### config.mk
export PLATFORM = sky130hd
export DESIGN_NAME = uart_tx_arbiter
export DESIGN_NICKNAME = d
export VERILOG_FILES = /design/src/rtl/uart_tx_arbiter.sv
export SDC_FILE = /design/constraint.sdc
export NUM_CORES = 1
export LEC_CHECK = 0
export CAP_MARGIN = 0
export CORE_ASPECT_RATIO = 1.2
export CORE_MARGIN = 5
export CORE_UTILIZATION = 42
export CTS_CLUSTER_SIZE = 40
export DETAILED_ROUTE_END_ITERATION = 7
export PLACE_DENSITY = 0.75
export SYNTH_ARGS = -nofsm -noshare
export SYNTH_HDL_FRONTEND = slang
export SYNTH_SLANG_ARGS = --single-unit
### constraint.sdc
create_clock -name clk -period 2.35 [get_ports clk]
set_input_delay 0.47 -clock clk [delete_from_list [all_inputs] [get_ports clk]]
set_output_delay 0.47 -clock clk [all_outputs]
set_load 0.05 [all_outputs]
### src/rtl/uart_tx_arbiter.sv
// uart_tx_arbiter
// Packet-level round-robin arbiter that shares one UART transmit path between
// NUM_REQ byte-stream requesters. Each granted packet goes out as a frame:
//   SYNC_BYTE, ID byte (ID_BASE + requester index), payload bytes
// and, when the UART_ARB_CHECKSUM_EN macro is defined, one trailing XOR
// checksum byte covering the ID byte and the payload.
// A granted requester that leaves req_valid low for STALL_TIMEOUT stall cycles
// mid-payload loses the link: the frame is dropped and abort_pulse fires.
module uart_tx_arbiter #(
  parameter int unsigned NUM_REQ       = 2,
  parameter logic [7:0]  SYNC_BYTE     = 8'hA5,
  parameter logic [7:0]  ID_BASE       = 8'h30,
  parameter int unsigned STALL_TIMEOUT = 1024,
  parameter int unsigned CNT_W         = 11
) (
  input  logic                 clk,
  input  logic                 reset,
  input  logic [NUM_REQ-1:0]   req_valid,
  input  logic [8*NUM_REQ-1:0] req_data,
  input  logic [NUM_REQ-1:0]   req_last,
  output logic [NUM_REQ-1:0]   req_ready,
  input  logic                 tx_ready,
  output logic                 tx_en,
  output logic [7:0]           tx_data,
  output logic                 busy,
  output logic [1:0]           grant_id,
  output logic                 pkt_done,
  output logic                 abort_pulse
);

  localparam bit TIMEOUT_EN = (STALL_TIMEOUT != 0);

  typedef enum logic [2:0] {
    S_IDLE = 3'd0,
    S_HDR  = 3'd1,
    S_ID   = 3'd2,
    S_PAY  = 3'd3
`ifdef UART_ARB_CHECKSUM_EN
    , S_CHK = 3'd4
`endif
  } state_t;

  state_t           r_state;
  logic [1:0]       r_grant;
  logic [1:0]       r_ptr;
  logic [CNT_W-1:0] r_stall_cnt;
  logic             r_busy;
  logic             r_pkt_done;
  logic             r_abort;
`ifdef UART_ARB_CHECKSUM_EN
  logic [7:0]       r_csum;
`endif

  logic       w_gvalid;
  logic [7:0] w_gdata;
  logic       w_glast;
  logic       w_any;
  logic [1:0] w_sel;
  logic [2:0] w_idx;
  logic [1:0] w_next_ptr;
  logic [7:0] w_id_byte;
  logic       w_timeout;
  logic       w_xfer;

  // Pick out the granted requester's valid/data/last without a variable part-select
  always_comb begin
    w_gvalid = 1'b0;
    w_gdata  = 8'h00;
    w_glast  = 1'b0;
    for (int i = 0; i < int'(NUM_REQ); i++) begin
      if (r_grant == 2'(i)) begin
        w_gvalid = req_valid[i];
        w_gdata  = req_data[8*i +: 8];
        w_glast  = req_last[i];
      end
    end
  end

  // Round-robin search from r_ptr upward; the smallest offset with valid wins
  always_comb begin
    w_any = 1'b0;
    w_sel = r_ptr;
    w_idx = 3'd0;
    for (int k = int'(NUM_REQ) - 1; k >= 0; k--) begin
      w_idx = {1'b0, r_ptr} + 3'(k);
      if (w_idx >= 3'(NUM_REQ)) begin
        w_idx = w_idx - 3'(NUM_REQ);
      end
      for (int i = 0; i < int'(NUM_REQ); i++) begin
        if (req_valid[i] && (w_idx == 3'(i))) begin
          w_any = 1'b1;
          w_sel = w_idx[1:0];
        end
      end
    end
  end

  assign w_next_ptr = (r_grant == 2'(NUM_REQ - 1)) ? 2'd0 : r_grant + 2'd1;
  assign w_id_byte  = ID_BASE + {6'd0, r_grant};

  // The abort fires on the stall cycle that brings the count up to the limit
  assign w_timeout = TIMEOUT_EN && (r_state == S_PAY) && !w_gvalid &&
                     (r_stall_cnt == CNT_W'(STALL_TIMEOUT - 1));

  // Transmit strobe, byte mux and requester acknowledge from state and inputs
  always_comb begin
    tx_en     = 1'b0;
    tx_data   = 8'h00;
    req_ready = '0;
    case (r_state)
      S_HDR: begin
        tx_en   = tx_ready;
        tx_data = SYNC_BYTE;
      end
      S_ID: begin
        tx_en   = tx_ready;
        tx_data = w_id_byte;
      end
      S_PAY: begin
        tx_data = w_gdata;
        if (!w_timeout) begin
          tx_en = tx_ready & w_gvalid;
          for (int i = 0; i < int'(NUM_REQ); i++) begin
            if (r_grant == 2'(i)) begin
              req_ready[i] = tx_ready;
            end
          end
        end
      end
`ifdef UART_ARB_CHECKSUM_EN
      S_CHK: begin
        tx_en   = tx_ready;
        tx_data = r_csum;
      end
`endif
      default: begin
      end
    endcase
  end

  assign w_xfer = tx_en;

  // Frame sequencer: arbitration, header/ID/payload progress, stall abort, pulses
  always_ff @(posedge clk) begin
    if (reset) begin
      r_state     <= S_IDLE;
      r_grant     <= 2'd0;
      r_ptr       <= 2'd0;
      r_stall_cnt <= '0;
      r_busy      <= 1'b0;
      r_pkt_done  <= 1'b0;
      r_abort     <= 1'b0;
`ifdef UART_ARB_CHECKSUM_EN
      r_csum      <= 8'h00;
`endif
    end else begin
      r_pkt_done <= 1'b0;
      r_abort    <= 1'b0;
      case (r_state)
        S_IDLE: begin
          r_stall_cnt <= '0;
`ifdef UART_ARB_CHECKSUM_EN
          r_csum      <= 8'h00;
`endif
          if (w_any) begin
            r_grant <= w_sel;
            r_busy  <= 1'b1;
            r_state <= S_HDR;
          end
        end
        S_HDR: begin
          if (w_xfer) begin
            r_state <= S_ID;
          end
        end
        S_ID: begin
          if (w_xfer) begin
            r_state     <= S_PAY;
            r_stall_cnt <= '0;
`ifdef UART_ARB_CHECKSUM_EN
            r_csum      <= r_csum ^ w_id_byte;
`endif
          end
        end
        S_PAY: begin
          if (w_timeout) begin
            r_state     <= S_IDLE;
            r_abort     <= 1'b1;
            r_busy      <= 1'b0;
            r_ptr       <= w_next_ptr;
            r_stall_cnt <= '0;
          end else if (w_xfer) begin
            r_stall_cnt <= '0;
`ifdef UART_ARB_CHECKSUM_EN
            r_csum      <= r_csum ^ w_gdata;
`endif
            if (w_glast) begin
              r_ptr <= w_next_ptr;
`ifdef UART_ARB_CHECKSUM_EN
              r_state <= S_CHK;
`else
              r_state    <= S_IDLE;
              r_busy     <= 1'b0;
              r_pkt_done <= 1'b1;
`endif
            end
          end else if (!w_gvalid) begin
            r_stall_cnt <= r_stall_cnt + CNT_W'(1);
          end
        end
`ifdef UART_ARB_CHECKSUM_EN
        S_CHK: begin
          if (w_xfer) begin
            r_state    <= S_IDLE;
            r_busy     <= 1'b0;
            r_pkt_done <= 1'b1;
          end
        end
`endif
        default: begin
          r_state <= S_IDLE;
        end
      endcase
    end
  end

  assign busy        = r_busy;
  assign grant_id    = r_grant;
  assign pkt_done    = r_pkt_done;
  assign abort_pulse = r_abort;

endmodule

[Yosys cells after proc, flatten, opt, wreduce, memory -nomap -nowiden]
Index checks and enable logic that the tools add are counted.
Storage, ports and cells
  bits in registers: 21
  bits in latches: 0
  RAM bits: 0
  ROM bits: 0
  input bits: 23
  memories: 0
Operators by class
  add/subtract/negate cells: 6
  multipliers: 0
  div/mod/pow operators: 0
  order comparisons: 2
  eq/ne operators: 13
  shift-type cells: 0
  mux-type cells: 46
  bitwise operators: 3
  reduce and logical (&&, ||, !) cells: 23
Operators with widths (count)
  $mux W11: 4
  $pmux W11 S3: 1
  $mux W3: 8
  $pmux W8 S3: 1
  $mux W2: 10
  $mux W1: 17
  $mux W8: 2
  $pmux W3 S4: 1
  $add A11 B1 Y11 const B: 1
  $eq A11 B10 Y1 const B: 1
  $eq A3 B1 Y1 const B: 3
  $logic_not A3 Y1: 3
  $add A6 B2 Y7 const A: 1
  $eq A3 B2 Y1 const B: 2
  $logic_and A1 B1 Y1: 6
  $ne A2 B2 Y1 const B: 3
  $ne A3 B3 Y1 const B: 2
  $reduce_and A3 Y1: 2
  $reduce_bool A2 Y1: 3
  $reduce_and A5 Y1: 1
  $ne A4 B4 Y1 const B: 1
  $pmux W1 S2: 2
  $reduce_and A4 Y1: 1
  $reduce_or A2 Y1: 2
  14 further kinds: 15

[Depth between registers and ports, before layout]
Gate-level depths: netlist of run 1.
  depth after elaboration: 11
  depth in mapped cells: 10
  depth with buffers taken out: 8

[Worst setup path before layout of run 1]
OpenSTA, ideal clock, no wires.
  path kind: register to output
  from: reg r_grant[0], in the netlist grant_id[0]
  to: out tx_data[2]
  arrival time: 2422 ps
  data required time: 1880 ps
  setup slack: -542 ps
  stages on the path, launching flop included: 5
  path buffers: 2
  path through: dfxtp_1 > buf_6 > clkbuf_1 > mux2i_1 > o21ai_0
On the way
  cells in the longest elaborated chain, start to end: 4
Ends and longest elaborated chain
  start: declaration: RTL line 44  | logic [1:0] r_grant;
  start signal: assignment: RTL line 166  | r_grant <= w_sel;
  branches (longest 3 deep; another with $add A6 B2 Y7)
  $pmux W8 S3 (*): RTL line 110  | case (r_state)
  end: declaration: RTL line 24  | output logic [7:0] tx_data,
Mark *: on every way between the ends.

[Worst setup path in the final report of run 1]
  from: reg r_state[1]
  to: out tx_en
On the way
  cells in the longest elaborated chain, start to end: 5
Ends and longest elaborated chain
  start: declaration: RTL line 43  | state_t r_state;
  start signal: assignment: RTL line 146  | r_state <= S_IDLE;
  start signal: assignment: RTL line 168  | r_state <= S_HDR;
  start signal: assignment: RTL line 173  | r_state <= S_ID;
  $eq A3 B2 Y1: RTL line 102, 110
  $logic_and A1 B1 Y1 (2 in series): RTL line 102  | assign w_timeout = TIMEOUT_EN && (r_state == S_PAY) && !w_gvalid &&
  $mux W1: RTL line 121  | if (!w_timeout) begin
  $pmux W1 S2 (*): RTL line 110
  end: declaration: RTL line 23  | output logic tx_en,
Every way passes the cells marked *; elsewhere a longest branch is shown, timed or not.

==> results of run 1 <==
[flip-flops by register name, indices dropped and copies added, names as in the netlist]
signal,count
abort_pulse,1
busy,1
grant_id,2
pkt_done,1
r_ptr,2
r_stall_cnt,11
r_state,2
[repair_timing]
action | CTS | global route
buffers inserted | 1 | 4
resized for setup | 4 | 15
gates cloned | 0 | 0
pin swaps | 0 | 3
hold buffers | 0 | 0
endpoints found under the setup margin | 7 | 19
[metrics by stage]
step                      power, mW  instances
after global placement         1.47        254
final                          1.86        263
after CTS                      1.80        259
after floorplan                1.07        162
after detailed placement       1.50        254
after global routing           1.96        263
[synth_stat cells (all sizes together), types with 2 or more instances]
cell / instances / area [sq um]
a2111oi: 2 / 17.5
a211oi: 4 / 30.0
a21o: 3 / 22.5
a21oi: 15 / 78.8
a221oi: 2 / 17.5
a31oi: 2 / 12.5
buf: 4 / 32.5
clkbuf: 2 / 7.51
dfxtp: 20 / 400
ha: 6 / 75.1
inv: 9 / 33.8
mux2: 4 / 48.8
mux2i: 8 / 80.1
nand2: 16 / 60.1
nand2b: 3 / 18.8
nand3: 5 / 25.0
nor2: 14 / 52.6
nor2b: 2 / 12.5
nor3: 10 / 50.1
o21ai: 6 / 30.0
o31ai: 4 / 30.0
or2: 2 / 12.5
or3: 2 / 12.5
or4: 5 / 41.3
xnor2: 5 / 43.8
[power breakdown]
part / internal [mW] / leakage [nW] / switching (mW)
registers: 0.379 / 0.164 / 0.0332
logic: 0.533 / 0.612 / 0.625
clock network: 0.173 / 0.0279 / 0.119
total: 1.09 / 0.804 / 0.777
[layout make-up]
cell class / instances / area [sq um]
Tap cell: 36 / 45.0
Timing Repair Buffer: 67 / 688
Fill cell: 221 / 822
Sequential cell: 20 / 408
Clock inverter: 1 / 30.0
Multi-Input combinational cell: 127 / 976
Clock buffer: 3 / 22.5
Inverter: 9 / 36.3
[how the worst max path moves through the flow]
| stage | start | end | cells after the start |
|---|---|---|---|
| after global routing | r_state[1] | tx_en | 8 |
| after CTS | r_stall_cnt[0] | req_ready[1] | 8 |
| after detailed placement | req_valid[0] | r_state[0] | 7 |
| after floorplan | grant_id[0] | tx_data[2] | 4 |
| after global placement | req_valid[0] | r_state[0] | 7 |
| final | r_state[1] | tx_en | 8 |
[worst max-delay path, cell delays in order (launching register included)]
cell	delay, ns
dfxtp_4	0.38
inv_1	0.16
ha_4	0.24
and3b_1	0.18
a21oi_2	0.13
buf_4	0.14
inv_4	0.03
buf_4	0.13
buf_12	0.14
[cell usage in the layout, fill, tap and decap left out, types with 3 or more instances in the layout]
cell / instances
clkdlybuf4s50_1: 26
nor3_4: 4
or4_1: 4
a211oi_1: 4
nor2_1: 13
dfxtp_1: 16
nand2b_1: 3
dfxtp_2: 3
clkbuf_4: 3
nand3_1: 5
nand2_1: 13
o31ai_1: 4
xnor2_1: 5
buf_4: 30
a21o_1: 3
mux2_2: 3
buf_12: 9
a21oi_1: 12
mux2i_1: 8
ha_1: 3
nor3_1: 6
inv_1: 7
o21ai_0: 4
nand2_2: 3
[kinds of logic after synthesis]
family	Yosys count	share of synthesized area, %
AOI/OAI and AO/OA	42	20.7
adders and majority gates	6	5.77
DFF	20	30.8
and+or+nand+nor	62	23.8
muxes	12	9.90
xor gates and xnor gates	5	3.37
buffers and inverters	15	5.67
[routing by layer]
| layer | vias up | track usage, % |
|---|---|---|
| met2 | 50 | 34.0 |
| met3 | 8 | 3.10 |
| li1 | 726 | - |
| met5 | - | 0 |
| met4 | 0 | 7.95 |
| met1 | 700 | 21.7 |
==> metrics.txt, run 1 <==
Num CTS Buffers 3; crit start category flip-flop; RR Startpoint r_state[1]; gr usage total a little under a fifth; worst path arrival time about 1.8 ns; Netlist Area Pre-Place around 0.0013 sq mm; first-pass GRT wire length around 6.6 mm; Pre-antenna DRT Iters 4; Worst-Margin Slew 0.509 ns; fin crit share roughly 98%; # clock sinks 20; hpwl dp 3.00 mm; crit-path max FO 5; Syn-to-layout area delta 69.5%; drt via density between 5 and 6; WS Path Type reg2out; CP required between 1.5 and 2 ns; VDD IR-drop max between 700 and 800 uV; Worst-path clk slew approximately 0.13 ns; layout net count approximately 260; max cap viols 0; Async SR Flop Fraction 0%; pre-CTS setup slack -0.0901 ns; pwr/cell area between 800 and 900 mW/mm^2; status completed; wire per inst around 15 um; # setup viols final 0; YS warnings 0; CTS root buffer clkbuf_4; GRT Residual Overflow 0; H-tree Lvls 1; final hold violation count 0; Post-synth EDFFs 0; uppermost routed layer met4; # port buffers 38; Post-Route M1 WL ~1.6 mm; Cell variety after synth 36; syn avg cell area 8.03 sq um; nature of the critical path endpoint primary output; max frequency 434 MHz; Post-route DRC 0; initial antenna violation count 0; Max Root-Sink Buffers 2; final number of max-transition violations 0; worst hold slack about 0.5 ns; DR WL met3 approximately 170 um; clk_skew approximately 0.011 ns; Hold Path Depth 2; min-delay src r_stall_cnt[1]; DIE AREA between 0.004 and 0.005 sq mm; Synth Register Bits 20; relative slew slack 65.2%; Die Width 60.8 um; routability cong. around 0.8; Rows 22; final instance area between 0.002 and 0.0025 sq mm; Lkg Pwr between 0.8 and 0.9 nW; DRT iter0 DRCs 69; RSZ-0062 raised after global routing true; Syn Nets ~190; Initial Utilization 43.0%; Detail Route Antenna Nets 0; Core Box Area ~0.003 sq mm; die height 71.0 um; largest net degree at the start of global routing 17; CTS tree built; setup tns final 0 ns; Post-synth top flop dfxtp_1; IO Pins 39; Via Count between 1000 and 1500; r2r worst-path depth 8; Total Wirelength 4.00 mm; Area after DPL 0.00204 sq mm; R2R Setup Slk 0.14 ns; r2r endpoint r_stall_cnt[9]; HP Class reg2reg; Core Util, Final ~73%; met2 WL about 2.1 mm; worst skew pair latency approximately 0.32 ns; worst setup margin 0.0468 ns; vias in the first global route about 1500; Hold Path End r_stall_cnt[1]; Synth Instances 162; crit path time final between 2 and 2.5 ns; layout cell share with drive strength beyond 1 between 30% and 40%; post-synthesis sequential area ratio slightly above 30%; diode count 0
(Power assumes the default switching activity.)
==> inputs of run 2 (changes only) <==
Settings changed: CORE_MARGIN 5 to 4, SLEW_MARGIN set to 20.
==> metrics.txt, run 2 (same netlist as run 1, synthesis figures left out) <==
status completed (unchanged); CTS root buffer clkbuf_4 (unchanged); WP buf/inv 4 (was 5); fin crit share 97.9% (was 98.0%); nature of the critical path endpoint primary output (unchanged); setup tns final 0 ns (unchanged); Inst Count DP 248 (was 254); Pre-antenna DRT Iters 5 (was 4); CP Depth 6 (was 8); Num CTS Buffers 3 (unchanged); CTS tree built (unchanged); IO Pins 39 (unchanged); RSZ-0062 raised after global routing true (unchanged); Clk pwr share 14.9% (was 15.6%); die height 69.0 um (was 71.0 um); Top delay family on crit path buffers and inverters (unchanged); Max Root-Sink Buffers 2 (unchanged); R2R Setup Slk 0.15 ns (was 0.14 ns); WS Path Type in2out (was reg2out); initial antenna violation count 0 (unchanged); Core Util, Final 76.2% (was 72.9%); crit-path max FO 4 (was 5); routability cong. 0.824 (was 0.816); Core Box Area 0.00289 sq mm (was 0.00303 sq mm); RR Startpoint r_state[1] (unchanged); max reg flops 11 (unchanged); Total Wirelength 4.32 mm (was 4.00 mm); r2r endpoint r_stall_cnt[9] (unchanged); worst path arrival time 1.83 ns (about the same); worst skew pair latency 0.30 ns (was 0.32 ns); # clock sinks 20 (unchanged); wire per inst 16.9 um (was 15.2 um); Die Width 58.8 um (was 60.8 um); Reg area 405 sq um (was 408 sq um); Fill cells 193 (was 221); CP peak stage delay 0.44 ns (was 0.38 ns); Worst-Margin Slew 0.515 ns (was 0.509 ns); vias in the first global route 1481 (was 1532); crit path to tx_en (unchanged); layout cell share with drive strength beyond 1 33.3% (was 34.8%); pwr/cell area 856 mW/mm^2 (was 844 mW/mm^2); most common cell after layout, fill and taps aside clkdlybuf4s50_1 (was buf_4); clk_skew 0.00767 ns (was 0.0114 ns); relative slew slack 65.5% (was 65.2%); sequential power share 22.0% (was 22.2%); CP required 1.88 ns (about the same); first-pass GRT wire length 6.60 mm (unchanged); CP max-delay cell clkdlybuf4s50_1 (was dfxtp_4); Switching Share 42.1% (was 41.7%); drt via density 5.83 (was 5.64); Comb pwr share 63.1% (was 62.2%); Multi-input gate area 0.00101 sq mm (was 976 sq um); Post-route DRC 0 (unchanged); # setup viols final 0 (unchanged); largest net degree at the start of global routing 17 (unchanged); Critical Path Start req_valid[0] (was r_state[1]); crit start category input pin (was flip-flop); Worst-path clk slew 0.11 ns (was 0.13 ns); diode count 0 (unchanged); Rows 21 (was 22); internal power 1.09 mW (about the same); CP cell instances clkdlybuf4s50_1 -> mux2_4 -> buf_4 -> a21oi_4 -> inv_4 -> buf_12 (was inv_1 -> ha_4 -> and3b_1 -> a21oi_2 -> buf_4 -> inv_4 -> buf_4 -> buf_12); r2r worst-path depth 7 (was 8); Lkg Pwr 0.800 nW (was 0.804 nW); Via Count 1493 (was 1484); # port buffers 38 (unchanged); final hold violation count 0 (unchanged); commonest cells after routing, fill and taps aside clkdlybuf4s50_1 (26), buf_4 (25), dfxtp_1 (18) (was buf_4 (30), clkdlybuf4s50_1 (26), dfxtp_1 (16)); Biggest register r_stall_cnt (unchanged); VDD IR-drop max 637 uV (was 708 uV); final number of max-transition violations 0 (unchanged); layout net count 252 (was 257); Initial Utilization 45.0% (was 43.0%); gr usage total 20.9% (was 19.1%); hpwl dp 3.14 mm (was 3.00 mm); Syn-to-layout area delta 69.3% (was 69.5%); Detail Route Antenna Nets 0 (unchanged); crit path time final 2.30 ns (about the same); max cap viols 0 (unchanged); DRT iter0 DRCs 62 (was 69); post-route insts no fill 256 (was 263); DIE AREA 0.00406 sq mm (was 0.00432 sq mm); NetSw 793 uW (was 777 uW); GRT Residual Overflow 0 (unchanged); max frequency 435 MHz (was 434 MHz); pre-CTS setup slack -0.140 ns (was -0.0901 ns); worst setup margin 0.0502 ns (was 0.0468 ns); HP Class reg2reg (unchanged); H-tree Lvls 1 (unchanged); CTS Hold Bufs 0 (unchanged)
## run 2: changes by cell type in the layout (fill, tap and decap cells not counted), sizes merged
| cell | change |
|---|---|
| buf | -5 |
| clkinvlp | +1 |
| inv | -1 |
## run 2: what timing repair did
action,in CTS,in global routing
hold endpoints to repair,0,0
resized for setup,9,14
pin swaps,1,7
endpoints found under the setup margin,4,7
cloned,0,0
buffers inserted,0,5
## run 2: tightest hold or removal path, delay by kind of cell, from the launching register on
kind             cells  cell delay [ns]
AND/OR/NAND/NOR      1             0.06
flip-flops           1             0.35
AO/OA/AOI/OAI        1             0.06
## run 2: power by group through the flow
| stage | sequential [mW] | combinational (mW) | clock, mW |
|---|---|---|---|
| after floorplan | 0.457 | 0.613 | 0 |
| after global placement | 0.409 | 1.08 | 0 |
| after detailed placement | 0.412 | 1.11 | 0 |
| after CTS | 0.405 | 1.12 | 0.284 |
| after global routing | 0.421 | 1.26 | 0.302 |
| final | 0.415 | 1.19 | 0.281 |
## run 2: layer usage
metal	up-vias	track usage, %	part of all wire [%]
met1	724	21.3	36
met2	49	41.9	58
li1	708	-	-
met4	0	7.65	2.6
met3	12	3.17	3.9
met5	-	0	0
## run 2: layout make-up
| cell class | instances | area share [%] |
|---|---|---|
| inverters | 9 | 1.82 |
| clock inverters | 1 | 1.36 |
| well taps | 34 | 1.93 |
| clock buffers | 3 | 1.02 |
| repair buffers | 62 | 29.5 |
| flip-flops and latches | 20 | 18.4 |
| multi-input cells | 127 | 45.9 |
## run 2: worst min-delay path by stage
stage / startpoint / endpoint / slack, ns / cells after the start
after floorplan: r_stall_cnt[9] / r_stall_cnt[9] / 0.45 / 2
after global placement: r_stall_cnt[9] / r_stall_cnt[9] / 0.46 / 2
after detailed placement: r_ptr[0] / r_ptr[0] / 0.48 / 2
after CTS: r_ptr[0] / r_ptr[0] / 0.50 / 2
after global routing: r_stall_cnt[9] / r_stall_cnt[9] / 0.53 / 2
final: r_stall_cnt[1] / r_stall_cnt[1] / 0.50 / 2
## run 2: stage by stage
| stage | hold slack (ns) | instance area [sq um] | power [mW] |
|---|---|---|---|
| 4_1_cts | 0.501 | 2110 | 1.81 |
| 6_report | 0.500 | 2200 | 1.89 |
| 2_1_floorplan | 0.452 | 1400 | 1.07 |
| 5_1_grt | 0.532 | 2200 | 1.99 |
| 3_5_place_dp | 0.484 | 2020 | 1.52 |
| 3_3_place_gp | 0.461 | 2020 | 1.49 |
